<file path="config.mk">
export PLATFORM = sky130hd
export DESIGN_NAME = instruction_prefetch_buffer
export DESIGN_NICKNAME = d
export VERILOG_FILES = /design/src/rtl/fetch_pkg.sv /design/src/rtl/instruction_prefetch_buffer_sync_fifo.sv /design/src/rtl/instruction_prefetch_buffer.sv
export SDC_FILE = /design/constraint.sdc
export NUM_CORES = 1
export LEC_CHECK = 0
export ABC_AREA = 1
export BUFFER_PORTS_ARGS = -buffer_cell sky130_fd_sc_hd__buf_2
export CAP_MARGIN = 20
export CORE_MARGIN = 4
export CORE_UTILIZATION = 58
export DETAILED_ROUTE_END_ITERATION = 6
export HOLD_SLACK_MARGIN = 0.15
export PLACE_DENSITY_LB_ADDON = 0.2
export SLEW_MARGIN = 10
export SYNTH_ARGS = -nofsm -noshare
export SYNTH_HDL_FRONTEND = slang
export SYNTH_SLANG_ARGS = --single-unit
</file>
<file path="constraint.sdc">
create_clock -name clock -period 5.2 [get_ports clock]
set_input_delay 1.04 -clock clock [delete_from_list [all_inputs] [get_ports clock]]
set_output_delay 1.04 -clock clock [all_outputs]
set_load 0.03 [all_outputs]
</file>
<file path="src/rtl/fetch_pkg.sv">
// Shared constants and types for the rv32i instruction fetch path.
package fetch_pkg;

  localparam int XLEN = 32;
  localparam int INSTR_WIDTH = 32;
  localparam logic [XLEN-1:0] PC_STEP = 32'd4;
  localparam logic [XLEN-1:0] RESET_PC = 32'h0000_0000;

  typedef struct packed {
    logic [INSTR_WIDTH-1:0] instruction;
    logic [XLEN-1:0]        pc;
  } fetch_entry_t;

endpackage

</file>
<file path="src/rtl/instruction_prefetch_buffer_sync_fifo.sv">
// Synchronous FIFO with flush; a push into a full FIFO is accepted
// only when a pop happens in the same cycle.
module sync_fifo #(
  parameter int WIDTH = 64,
  parameter int DEPTH = 4,
  localparam int AW = $clog2(DEPTH),
  localparam int CW = $clog2(DEPTH + 1)
) (
  input  logic             clock,
  input  logic             reset_n,
  input  logic             push,
  input  logic             pop,
  input  logic             flush,
  input  logic [WIDTH-1:0] wdata,
  output logic [WIDTH-1:0] rdata,
  output logic             full,
  output logic             empty,
  output logic [CW-1:0]    count
);

  logic [WIDTH-1:0] mem [DEPTH];
  logic [AW-1:0]    wr_ptr;
  logic [AW-1:0]    rd_ptr;
  logic             do_push;
  logic             do_pop;

  assign full    = count == CW'(DEPTH);
  assign empty   = count == '0;
  assign do_pop  = pop && !empty;
  assign do_push = push && (!full || do_pop);
  assign rdata   = mem[rd_ptr];

  always_ff @(posedge clock or negedge reset_n) begin
    if (!reset_n) begin
      wr_ptr <= '0;
      rd_ptr <= '0;
      count  <= '0;
    end else if (flush) begin
      wr_ptr <= '0;
      rd_ptr <= '0;
      count  <= '0;
    end else begin
      if (do_push) wr_ptr <= wr_ptr + AW'(1);
      if (do_pop) rd_ptr <= rd_ptr + AW'(1);
      count <= count + CW'(do_push) - CW'(do_pop);
    end
  end

  // Storage carries no reset; empty gating hides stale words.
  always_ff @(posedge clock) begin
    if (do_push && !flush) mem[wr_ptr] <= wdata;
  end

endmodule

</file>
<file path="src/rtl/instruction_prefetch_buffer.sv">
// Sequential instruction prefetcher feeding decode through a small FIFO,
// with single-cycle memory latency and redirect flush.
module instruction_prefetch_buffer #(
  parameter int          DEPTH    = 4,
  parameter logic [31:0] RESET_PC = fetch_pkg::RESET_PC
) (
  input  logic        clock,
  input  logic        reset_n,
  output logic        read_enable,
  output logic [31:0] read_address,
  input  logic [31:0] read_value,
  input  logic        redirect_valid,
  input  logic [31:0] redirect_pc,
  output logic        instruction_valid,
  output logic [31:0] instruction,
  output logic [31:0] instruction_pc,
  input  logic        instruction_ready
);

  import fetch_pkg::*;

  localparam int CW = $clog2(DEPTH + 1);

  logic            running;
  logic            inflight;
  logic [XLEN-1:0] fetch_pc;
  logic [XLEN-1:0] inflight_pc;
  fetch_entry_t    push_entry;
  fetch_entry_t    head;
  logic [$bits(fetch_entry_t)-1:0] head_bits;
  logic            fifo_empty;
  logic            unused_full;
  logic [CW-1:0]   fifo_count;
  logic [CW:0]     occupancy;
  logic            push;
  logic            pop;
  logic            unused_redirect_bits;

  assign unused_redirect_bits = ^redirect_pc[1:0];

  // An in-flight word already owns a FIFO slot.
  assign occupancy   = {1'b0, fifo_count} + {{CW{1'b0}}, inflight};
  assign read_enable = running && !redirect_valid
                    && (occupancy < (CW+1)'(DEPTH));
  assign read_address = fetch_pc;

  assign push = inflight && !redirect_valid;
  assign pop  = instruction_valid && instruction_ready && !redirect_valid;
  assign push_entry = '{instruction: read_value, pc: inflight_pc};

  assign head              = fifo_empty ? '0 : head_bits;
  assign instruction_valid = !fifo_empty;
  assign instruction       = head.instruction;
  assign instruction_pc    = head.pc;

  always_ff @(posedge clock or negedge reset_n) begin
    if (!reset_n) begin
      running     <= 1'b0;
      inflight    <= 1'b0;
      fetch_pc    <= RESET_PC;
      inflight_pc <= '0;
    end else begin
      running <= 1'b1;
      if (redirect_valid) begin
        inflight <= 1'b0;
        fetch_pc <= {redirect_pc[31:2], 2'b00};
      end else if (read_enable) begin
        inflight    <= 1'b1;
        inflight_pc <= fetch_pc;
        fetch_pc    <= fetch_pc + PC_STEP;
      end else begin
        inflight <= 1'b0;
      end
    end
  end

  sync_fifo #(
    .WIDTH($bits(fetch_entry_t)),
    .DEPTH(DEPTH)
  ) u_fifo (
    .clock  (clock),
    .reset_n(reset_n),
    .push   (push),
    .pop    (pop),
    .flush  (redirect_valid),
    .wdata  (push_entry),
    .rdata  (head_bits),
    .full   (unused_full),
    .empty  (fifo_empty),
    .count  (fifo_count)
  );

endmodule

</file>
==> results of run 1 <==
-- power groups by stage --
stage / logic (mW) / clock network [mW] / registers [mW]
final: 2.05 / 2.02 / 3.29
after global routing: 2.25 / 2.16 / 3.32
after CTS: 2.07 / 2.06 / 3.28
after detailed placement: 2.05 / 0 / 3.33
after global placement: 2.02 / 0 / 3.32
after floorplan: 1.39 / 0 / 3.33
-- critical path: cells and delay by family (launching register included) --
family / cells / cell delay [ns]
buffers and inverters: 3 / 1.30
flip-flops: 1 / 0.45
AO/OA/AOI/OAI: 1 / 0.11
AND/OR/NAND/NOR: 2 / 0.29
-- routing by layer --
metal | vias to the layer above | GRT usage
met5 | - | 0
met4 | 0 | 0.0680
met3 | 56 | 0.0331
met2 | 315 | 0.375
met1 | 4388 | 0.299
li1 | 4628 | -
-- final timing paths --
check | start | endpoint | slack (ns)
min in group asynchronous | reset_n | read_address[29]$_DFFE_PN0N_ | 0.53
setup / recovery | u_fifo.count[1]$_DFF_PN0_ | instruction[17] | 1.44
setup reg to reg | u_fifo.count[1]$_DFF_PN0_ | u_fifo.mem[3][41]$_DFFE_PP_ | 2.97
hold reg to reg | inflight_pc[24]$_DFFE_PN0P_ | u_fifo.mem[1][24]$_DFFE_PP_ | 0.52
max in group asynchronous | reset_n | u_fifo.rd_ptr[0]$_DFFE_PN0P_ | 3.64
hold / removal | inflight_pc[24]$_DFFE_PN0P_ | u_fifo.mem[1][24]$_DFFE_PP_ | 0.52
-- registers in the layout, summed over array words and instances (netlist names) --
name	cells
inflight	1
inflight_pc	30
read_address	30
running	1
u_fifo.count	3
u_fifo.mem	248
u_fifo.rd_ptr	2
u_fifo.wr_ptr	2
-- cell usage after synthesis, drive strengths merged --
| cell | number | area, µm² |
|---|---|---|
| nand3 | 82 | 410 |
| nand2 | 188 | 728 |
| nand4 | 1 | 6.26 |
| dfrtp | 69 | 1730 |
| and2 | 3 | 18.8 |
| buf | 36 | 220 |
| xor2 | 1 | 8.76 |
| clkbuf | 33 | 124 |
| ha | 8 | 100 |
| fa | 1 | 20.0 |
| conb | 2 | 7.51 |
| o21ai | 166 | 831 |
| a31oi | 1 | 6.26 |
| edfxtp | 248 | 7450 |
| xnor2 | 2 | 17.5 |
| clkinv | 1 | 5.00 |
| nor2 | 300 | 1180 |
| inv | 67 | 251 |
| nor3 | 1 | 5.00 |
| a21oi | 69 | 345 |
-- metrics by stage --
stage	cells	instance area (µm²)	worst slack [ns]	util	total power, mW
finish	1730	15400	1.44	0.677	7.36
global route	1729	15400	1.22	0.676	7.73
CTS	1729	15400	1.40	0.676	7.41
detailed placement	1675	14500	1.47	0.636	5.39
global placement	1675	14500	1.52	0.636	5.34
floorplan	1282	13500	0.431	-	4.72
-- logic make-up (layout without fill, tap and decap cells) --
| logic type | Yosys count | in the layout | share of synthesized area |
|---|---|---|---|
| adder cells (fa/ha/maj) | 9 | 9 | 0.00892 |
| buffers and inverters | 137 | 299 | 0.0446 |
| AO/OA/AOI/OAI | 236 | 236 | 0.0878 |
| other | 2 | 6 | 0.000558 |
| XOR/XNOR | 3 | 3 | 0.00195 |
| AND/OR/NAND/NOR | 575 | 575 | 0.175 |
| flip-flops | 317 | 317 | 0.682 |
-- cell type report --
cell class / count / share of cell area
Antenna cell: 1 / 0.000163
Clock buffer: 39 / 0.0524
Clock inverter: 15 / 0.00692
Inverter: 68 / 0.0167
Multi-Input combinational cell: 828 / 0.243
Sequential cell: 317 / 0.597
Tap cell: 285 / 0.0232
Timing Repair Buffer: 177 / 0.0606
==> impl_metrics.csv, run 1 <==
group,metric,value,unit
status,status,"finished clean",
detailed_routing,wl_met1,12.7,mm
setup_path,reg2regPathDepth,5,
cells_and_area,drive_gt1_frac,0.167,
detailed_routing,dr_wl_met2,13.9,mm
die,start_util,0.593,
cells_and_area,final_cell_mix,"288 x nor2_1, 248 x edfxtp_1, 183 x nand2_1",
timing,tightestPinTransition,0.854,ns
detailed_routing,topRoutingLayerUsed,"met4",
setup_path,crit_arrival,2.72,ns
power,p_switching,2.64,mW
timing,fin_setup_tns,0,ns
power,p_sw_frac,0.358,
clock_tree,h-tree-depth,1,
clock_tree,postCtsSetupRepairBufs,0,
worst_hold_path,hp-class,"register to register",
run,cap_violations,0,
place,io_buffer_count,159,
synth,ys_seq_area_frac,0.682,
die,die_w,160,µm
grt,grt_max_degree,88,
setup_path,required,4.16,ns
grt,antenna_found_initial,0,
synth,avgSynthCellArea,10.5,µm²
power,p_per_area,479,nW/µm²
timing,post-route-min-period,3.76,ns
detailed_routing,drt_iter0_markers,659,
setup_path,crit_type,"register to primary output",
power,peakVddDrop,0.248,mV
timing,rsz0062_at_grt,"no",
clock_tree,cts-root-buf,"clkbuf_16",
place,dpl.hpwl,17.6,mm
synth,synth.distinct_cells,29,
power,p_seq_frac,0.447,
timing,hold_viol,0,
cells_and_area,mostFrequentLayoutCell,"nor2_1",
synth,synth_cells,1279,
clock_tree,clkSinkCount,317,
timing,finalSetupViolations,0,
cells_and_area,synthToLayoutAreaGrowth,14.1,%
detailed_routing,ant_nets,0,
detailed_routing,drc,0,
cells_and_area,layout.nets,1500,
synth,ys_ff_latch,317,
timing,slew_headroom,0.430,
clock_tree,cts_tree,"built",
place,place.gp.congestion,0.877,
timing,post-route-period-util,0.723,
die,core_area,22700,µm²
power,combPwrFrac,0.278,
timing,fmax,0.266,GHz
cells_and_area,multi_input_area,3730,µm²
clock_tree,ctsHoldBuffers,0,
grt,grt_pass1_vias,8961,
synth,syn_area,13500,µm²
clock_tree,clock_path_buffers,3,
power,clkPwrFrac,0.275,
power,intPower,4.72,mW
clock_tree,cts.repair.resized,0,
synth,ys_warn_count,0,
grt,globalRouteTotalUtil,0.221,
detailed_routing,wl_per_cell,16.8,µm
detailed_routing,vias_per_cell,5.43,
clock_tree,clock_latency,0.55,ns
timing,maxSlewViolCount,0,
grt,grt_pass1_wl,46.1,mm
setup_path,cp-end-kind,"primary output",
setup_path,critical_path.cell_chain,"nor2_1 -> nand2_1 -> inv_2 -> buf_4 -> a21oi_1 -> buf_2",
timing,skew,0.0167,ns
timing,hold_slack,0.518,ns
power,p_leak,6.20,nW
clock_tree,clkTransAtPathRegs,0.06,ns
setup_path,critPathMaxFanout,38,
detailed_routing,via_count,9387,
detailed_routing,drt_pre_antenna_iters,5,
setup_path,cpPeakStageDelay,0.64,ns
detailed_routing,wirelength,29.0,mm
grt,gr-total-overflow,0,
die,die_h,160,µm
worst_hold_path,hold_depth,0,
setup_path,cp_slowest_cell,"inv_2",
cells_and_area,final-seq-area,9180,µm²
clock_tree,cts_buffers,31,
die,fp.dieArea,25700,µm²
detailed_routing,dr_wl_met3,1.67,mm
cells_and_area,nFillCells,1717,
die,ioPinCount,166,
die,placementRows,55,
setup_path,worstSetupStartpointType,"register",
Power figures use the tool's default switching activity.
==> inputs of run 2 (changes only) <==
Settings changed: CORE_UTILIZATION 58 to 52.
Clock period 5.2 ns to 3.3 ns, I/O delays scaled along.
==> run 2 against run 1 <==
Against the previous run: first-iteration DRC count up 11%; register-to-register slack got worse by 1.8 ns; global-route usage shrank 2.3 points; via count shrank 1.3%; hold slack got worse by 0.15 ns; clock power increased by 71%; non-clock buffer count is 1 higher; cell count rose by 2.8%; setup slack got worse by 1.1 ns; critical path type unchanged; largest cell class unchanged.
==> impl_metrics.csv, run 2 (synthesis results as in run 1) <==
group,metric,value,unit
power,combPwrFrac,0.275,
run,cap_violations,0,
setup_path,required,2.64,ns
clock_tree,clkTransAtPathRegs,0.06,ns
cells_and_area,final-seq-area,9180,µm²
timing,hold_viol,0,
clock_tree,h-tree-depth,2,
timing,maxSlewViolCount,0,
clock_tree,cts_buffers,34,
grt,antenna_found_initial,0,
timing,post-route-min-period,2.93,ns
cells_and_area,largest_register_ffs,248,
power,total_power,11.9,mW
detailed_routing,drc,0,
worst_hold_path,hp-class,"primary input to register",
setup_path,worstSetupStartpointType,"register",
power,peakVddDrop,0.470,mV
clock_tree,cts-root-buf,"clkbuf_16",
detailed_routing,drt_iter0_markers,731,
detailed_routing,drt_pre_antenna_iters,5,
setup_path,crit_type,"register to primary output",
cells_and_area,synthToLayoutAreaGrowth,16.4,%
detailed_routing,ant_nets,0,
grt,grt_pass1_vias,8723,
power,p_leak,6.29,nW
die,die_w,169,µm
setup_path,crit_arrival,2.27,ns
cells_and_area,final_cell_mix,"288 x nor2_1, 248 x edfxtp_1, 183 x nand2_1",
clock_tree,cts.repair.resized,0,
status,status,"finished clean",
place,place.gp.congestion,0.836,
power,p_sw_frac,0.350,
die,core_area,25300,µm²
cells_and_area,layout.nets,1504,
clock_tree,clock_latency,0.50,ns
cells_and_area,multi_input_area,3730,µm²
detailed_routing,wirelength,28.7,mm
die,start_util,0.531,
detailed_routing,via_count,9268,
power,p_switching,4.17,mW
die,fp.dieArea,28500,µm²
grt,globalRouteTotalUtil,0.198,
timing,finalSetupViolations,0,
detailed_routing,vias_per_cell,5.21,
power,intPower,7.75,mW
timing,rsz0062_at_grt,"no",
clock_tree,postCtsSetupRepairBufs,0,
power,p_per_area,761,nW/µm²
detailed_routing,wl_per_cell,16.1,µm
setup_path,cp-end-kind,"primary output",
timing,post-route-period-util,0.887,
cells_and_area,nFillCells,2053,
cells_and_area,mostFrequentLayoutCell,"nor2_1",
grt,grt_pass1_wl,45.0,mm
grt,grt_max_degree,126,
timing,slew_headroom,0.464,
cells_and_area,final_area,15700,µm²
clock_tree,cts_tree,"built",
place,io_buffer_count,159,
grt,gr-total-overflow,0,
die,placementRows,58,
clock_tree,clock_path_buffers,3,
place,dpl.hpwl,16.7,mm
power,p_seq_frac,0.434,
cells_and_area,largest-register,"u_fifo.mem",
timing,tightestPinTransition,0.803,ns
place,dpl_cell_area,14600,µm²
timing,skew,0.0135,ns
cells_and_area,drive_gt1_frac,0.171,
setup_path,critPathMaxFanout,125,
die,die_h,169,µm
die,ioPinCount,166,
power,clkPwrFrac,0.290,
clock_tree,clkSinkCount,317,
timing,fmax,0.342,GHz
run 2: cell types whose count changed in the layout (fill, tap and decap cells not counted), sizes merged:
cell,previous run,this run
clkbuf,39,41
clkinv,13,12
clkinvlp,0,2
dlygate4sd3,0,1
inv,69,68
run 2: power groups by stage:
stage | clock [mW] | combinational, mW | sequential, mW
2_1_floorplan | 0 | 2.19 | 5.25
3_3_place_gp | 0 | 3.27 | 5.23
3_5_place_dp | 0 | 3.32 | 5.25
4_1_cts | 3.54 | 3.33 | 5.17
5_1_grt | 3.71 | 3.62 | 5.23
6_report | 3.46 | 3.28 | 5.18
run 2: area by class of cell:
type | instances | area share
diodes | 1 | 0.000160
clock buffers | 41 | 0.0586
clock inverters | 15 | 0.00655
inverters | 68 | 0.0164
multi-input cells | 828 | 0.238
flip-flops and latches | 317 | 0.586
well taps | 330 | 0.0264
repair buffers | 178 | 0.0681
run 2: through the flow:
stage               utilization  hold WS [ns]  worst slack [ns]  std cells  TNS, ns
global route              0.618         0.349             0.205       1777        0
detailed placement        0.578         0.502             0.632       1720        0
floorplan                     -         0.364           -0.0855       1282   -21.21
CTS                       0.618         0.351             0.374       1777        0
finish                    0.619         0.368             0.372       1778        0
global placement          0.578         0.495             0.677       1720        0
run 2: critical path, cell delays in order, from the launching register on:
cell and delay (ns):
dfrtp_4 0.43, buf_12 0.41, nor2_1 0.12, nor2_1 0.11, o21ai_0 0.11, a21oi_1 0.25
buf_2 0.24
run 2: final timing paths:
check	start	endpoint	slack, ns	depth (start not counted)
max	u_fifo.rd_ptr[0]$_DFFE_PN0P_	instruction_pc[12]	0.37	6
min	redirect_pc[5]	read_address[5]$_DFFE_PN0N_	0.37	3
max reg2reg	u_fifo.count[1]$_DFF_PN0_	u_fifo.count[2]$_DFF_PN0_	1.14	11
min reg2reg	inflight_pc[19]$_DFFE_PN0P_	u_fifo.mem[2][19]$_DFFE_PP_	0.51	0
max in group asynchronous	reset_n	u_fifo.rd_ptr[0]$_DFFE_PN0P_	2.03	3
min in group asynchronous	reset_n	inflight_pc[30]$_DFFE_PN0P_	0.67	2
run 2: routing by layer:
layer | wire [µm] | global-route usage | up-vias
li1 | - | - | 4617
met2 | 14000 | 0.332 | 255
met4 | 357 | 0.0420 | 0
met5 | 0 | 0 | -
met3 | 1710 | 0.0399 | 30
met1 | 12700 | 0.272 | 4366
run 2: what timing repair did:
| action | in CTS | in global routing |
|---|---|---|
| endpoints found under the hold margin | 20 | 0 |
| endpoints found under the setup margin | 0 | 0 |
| hold buffers | 1 | 0 |
==> inputs of run 3 (changes only) <==
Clock period 3.3 ns to 2.5 ns, I/O delays scaled along.
==> run 3 against run 2 <==
Against the previous run: the flow now finishes with violations (negative setup slack); cell count rose by 3.3%; clock power rose by 28%; combinational power rose by 76%; clock skew rose by 0.0072 ns; via count rose by 5.7%; largest cell class unchanged; highest routed layer unchanged.
==> impl_metrics.csv, run 3 (synthesis results as in run 1) <==
group,metric,value,unit
status,status,"finished with violations",
status,failed_checks,"negative setup slack",
worst_hold_path,hp-class,"primary input to register",
die,start_util,0.531,
cells_and_area,nFillCells,1891,
cells_and_area,multi_input_area,3980,µm²
setup_path,critPathMaxFanout,8,
place,dp_cells,1731,
timing,layout_setup_ws,-0.0547,ns
clock_tree,cts-root-buf,"clkbuf_16",
detailed_routing,ant_nets,0,
detailed_routing,wl_per_cell,17.4,µm
die,placementRows,58,
timing,finalSetupViolations,23,
detailed_routing,wl_met1,13.8,mm
cells_and_area,final_cell_mix,"248 x edfxtp_1, 246 x nor2_1, 182 x nand2_1",
cells_and_area,final_area,16900,µm²
cells_and_area,drive_gt1_frac,0.221,
power,p_leak,6.70,nW
setup_path,cp-end-kind,"primary output",
clock_tree,cts_buffers,31,
die,die_h,169,µm
cells_and_area,stdcell_count,1836,
detailed_routing,drc,0,
power,total_power,17.1,mW
cells_and_area,final-seq-area,9180,µm²
clock_tree,clkSinkCount,317,
detailed_routing,wirelength,32.0,mm
die,core_area,25300,µm²
cells_and_area,mostFrequentLayoutCell,"edfxtp_1",
cells_and_area,diodes,0,
timing,hold_slack,0.166,ns
power,peakVddDrop,0.813,mV
timing,fmax,0.391,GHz
detailed_routing,dr_wl_met3,2.25,mm
detailed_routing,dr_wl_met2,15.3,mm
place,pre_cts_slack,0.326,ns
die,ioPinCount,166,
clock_tree,clock_path_buffers,3,
cells_and_area,layout.nets,1559,
place,dpl.hpwl,18.4,mm
setup_path,critical_path.most_common_cell,"nor2_1",
setup_path,crit_type,"register to primary output",
timing,maxSlewViolCount,0,
detailed_routing,via_count,9800,
die,fp.dieArea,28500,µm²
cells_and_area,largest-register,"u_fifo.mem",
clock_tree,cts_tree,"built",
die,die_w,169,µm
setup_path,critical_path.cell_chain,"buf_16 -> buf_6 -> nor2_1 -> nor2_1 -> o21ai_0 -> a21oi_1 -> buf_4",
timing,skew,0.0207,ns
place,place.gp.congestion,0.812,
grt,grt_pass1_wl,47.4,mm
place,dpl_cell_area,14700,µm²
setup_path,required,2.00,ns
grt,antenna_found_initial,0,
cells_and_area,synthToLayoutAreaGrowth,25.8,%
setup_path,cpPeakStageDelay,0.54,ns
setup_path,crit_family,"buffers and inverters",
detailed_routing,topRoutingLayerUsed,"met4",
cells_and_area,largest_register_ffs,248,
grt,grt_pass1_vias,9116,
timing,post-route-period-util,1.02,
clock_tree,h-tree-depth,1,
run,cap_violations,0,
grt,grt_max_degree,88,
timing,rsz0062_at_grt,"yes",
power,p_per_area,1010,nW/µm²
detailed_routing,drt_pre_antenna_iters,5,
timing,post-route-min-period,2.55,ns
clock_tree,clock_latency,0.56,ns
detailed_routing,drt_iter0_markers,791,
place,io_buffer_count,159,
grt,globalRouteTotalUtil,0.208,
grt,gr-total-overflow,0,
timing,hold_viol,0,
clock_tree,clkTransAtPathRegs,0.06,ns
setup_path,cp_slowest_cell,"dfrtp_4",
detailed_routing,vias_per_cell,5.34,
setup_path,worstSetupStartpointType,"register",
setup_path,crit_buf_inv,3,
setup_path,crit_arrival,2.05,ns
-- run 3: worst register-to-register path: cells and delay by family (launching register included) --
kind / cells / cell delay, ns
fa+ha+maj: 3 / 0.78
xor+xnor: 1 / 0.15
flops: 1 / 0.46
simple gates: 5 / 0.52
buf+inv: 2 / 0.11
-- run 3: routing by layer --
layer  GRT usage  up-vias
met5           0        -
met1       0.291     4652
met2       0.344      352
met4      0.0519        0
li1            -     4748
met3      0.0332       48
-- run 3: report_power, final --
part           internal (mW)  leakage [nW]  switching, mW  total, mW
combinational           2.15          3.12           3.63       5.77
sequential              6.36          3.10          0.527       6.88
clock                   2.57         0.480           1.85       4.43
total                   11.1          6.70           6.01       17.1
-- run 3: per-stage QoR --
step                 util  setup TNS (ns)
finish              0.669          -0.537
global route        0.669           -5.42
detailed placement  0.582               0
global placement    0.582               0
floorplan               -               0
CTS                 0.647           -1.28
-- run 3: final cells by class --
type	instances	area share
clock inverters	20	0.0102
repair buffers	236	0.125
well taps	330	0.0244
clock buffers	37	0.0471
inverters	68	0.0164
multi-input cells	828	0.235
flip-flops and latches	317	0.542
-- run 3: worst paths after layout --
check / start / end / slack (ns) / depth (start not counted)
worst max-delay path: u_fifo.rd_ptr[0]$_DFFE_PN0P_ / instruction[11] / -0.05 / 7
worst min-delay path: read_value[4] / u_fifo.mem[2][36]$_DFFE_PP_ / 0.17 / 1
worst max register to register: u_fifo.count[1]$_DFF_PN0_ / u_fifo.count[2]$_DFF_PN0_ / 0.37 / 11
max in group asynchronous: reset_n / u_fifo.rd_ptr[0]$_DFFE_PN0P_ / 1.47 / 3
min in group asynchronous: reset_n / inflight_pc[25]$_DFFE_PN0P_ / 0.40 / 2
worst min register to register: inflight_pc[12]$_DFFE_PN0P_ / u_fifo.mem[2][12]$_DFFE_PP_ / 0.52 / 0
-- run 3: repair_timing --
| action | CTS | global route |
|---|---|---|
| setup buffers | 5 | 4 |
| resized for setup | 109 | 159 |
| hold endpoints to repair | 105 | 6 |
| setup endpoints to repair | 61 | 63 |
| gates cloned | 3 | 10 |
| hold buffers | 27 | 2 |
| pin swaps | 15 | 48 |
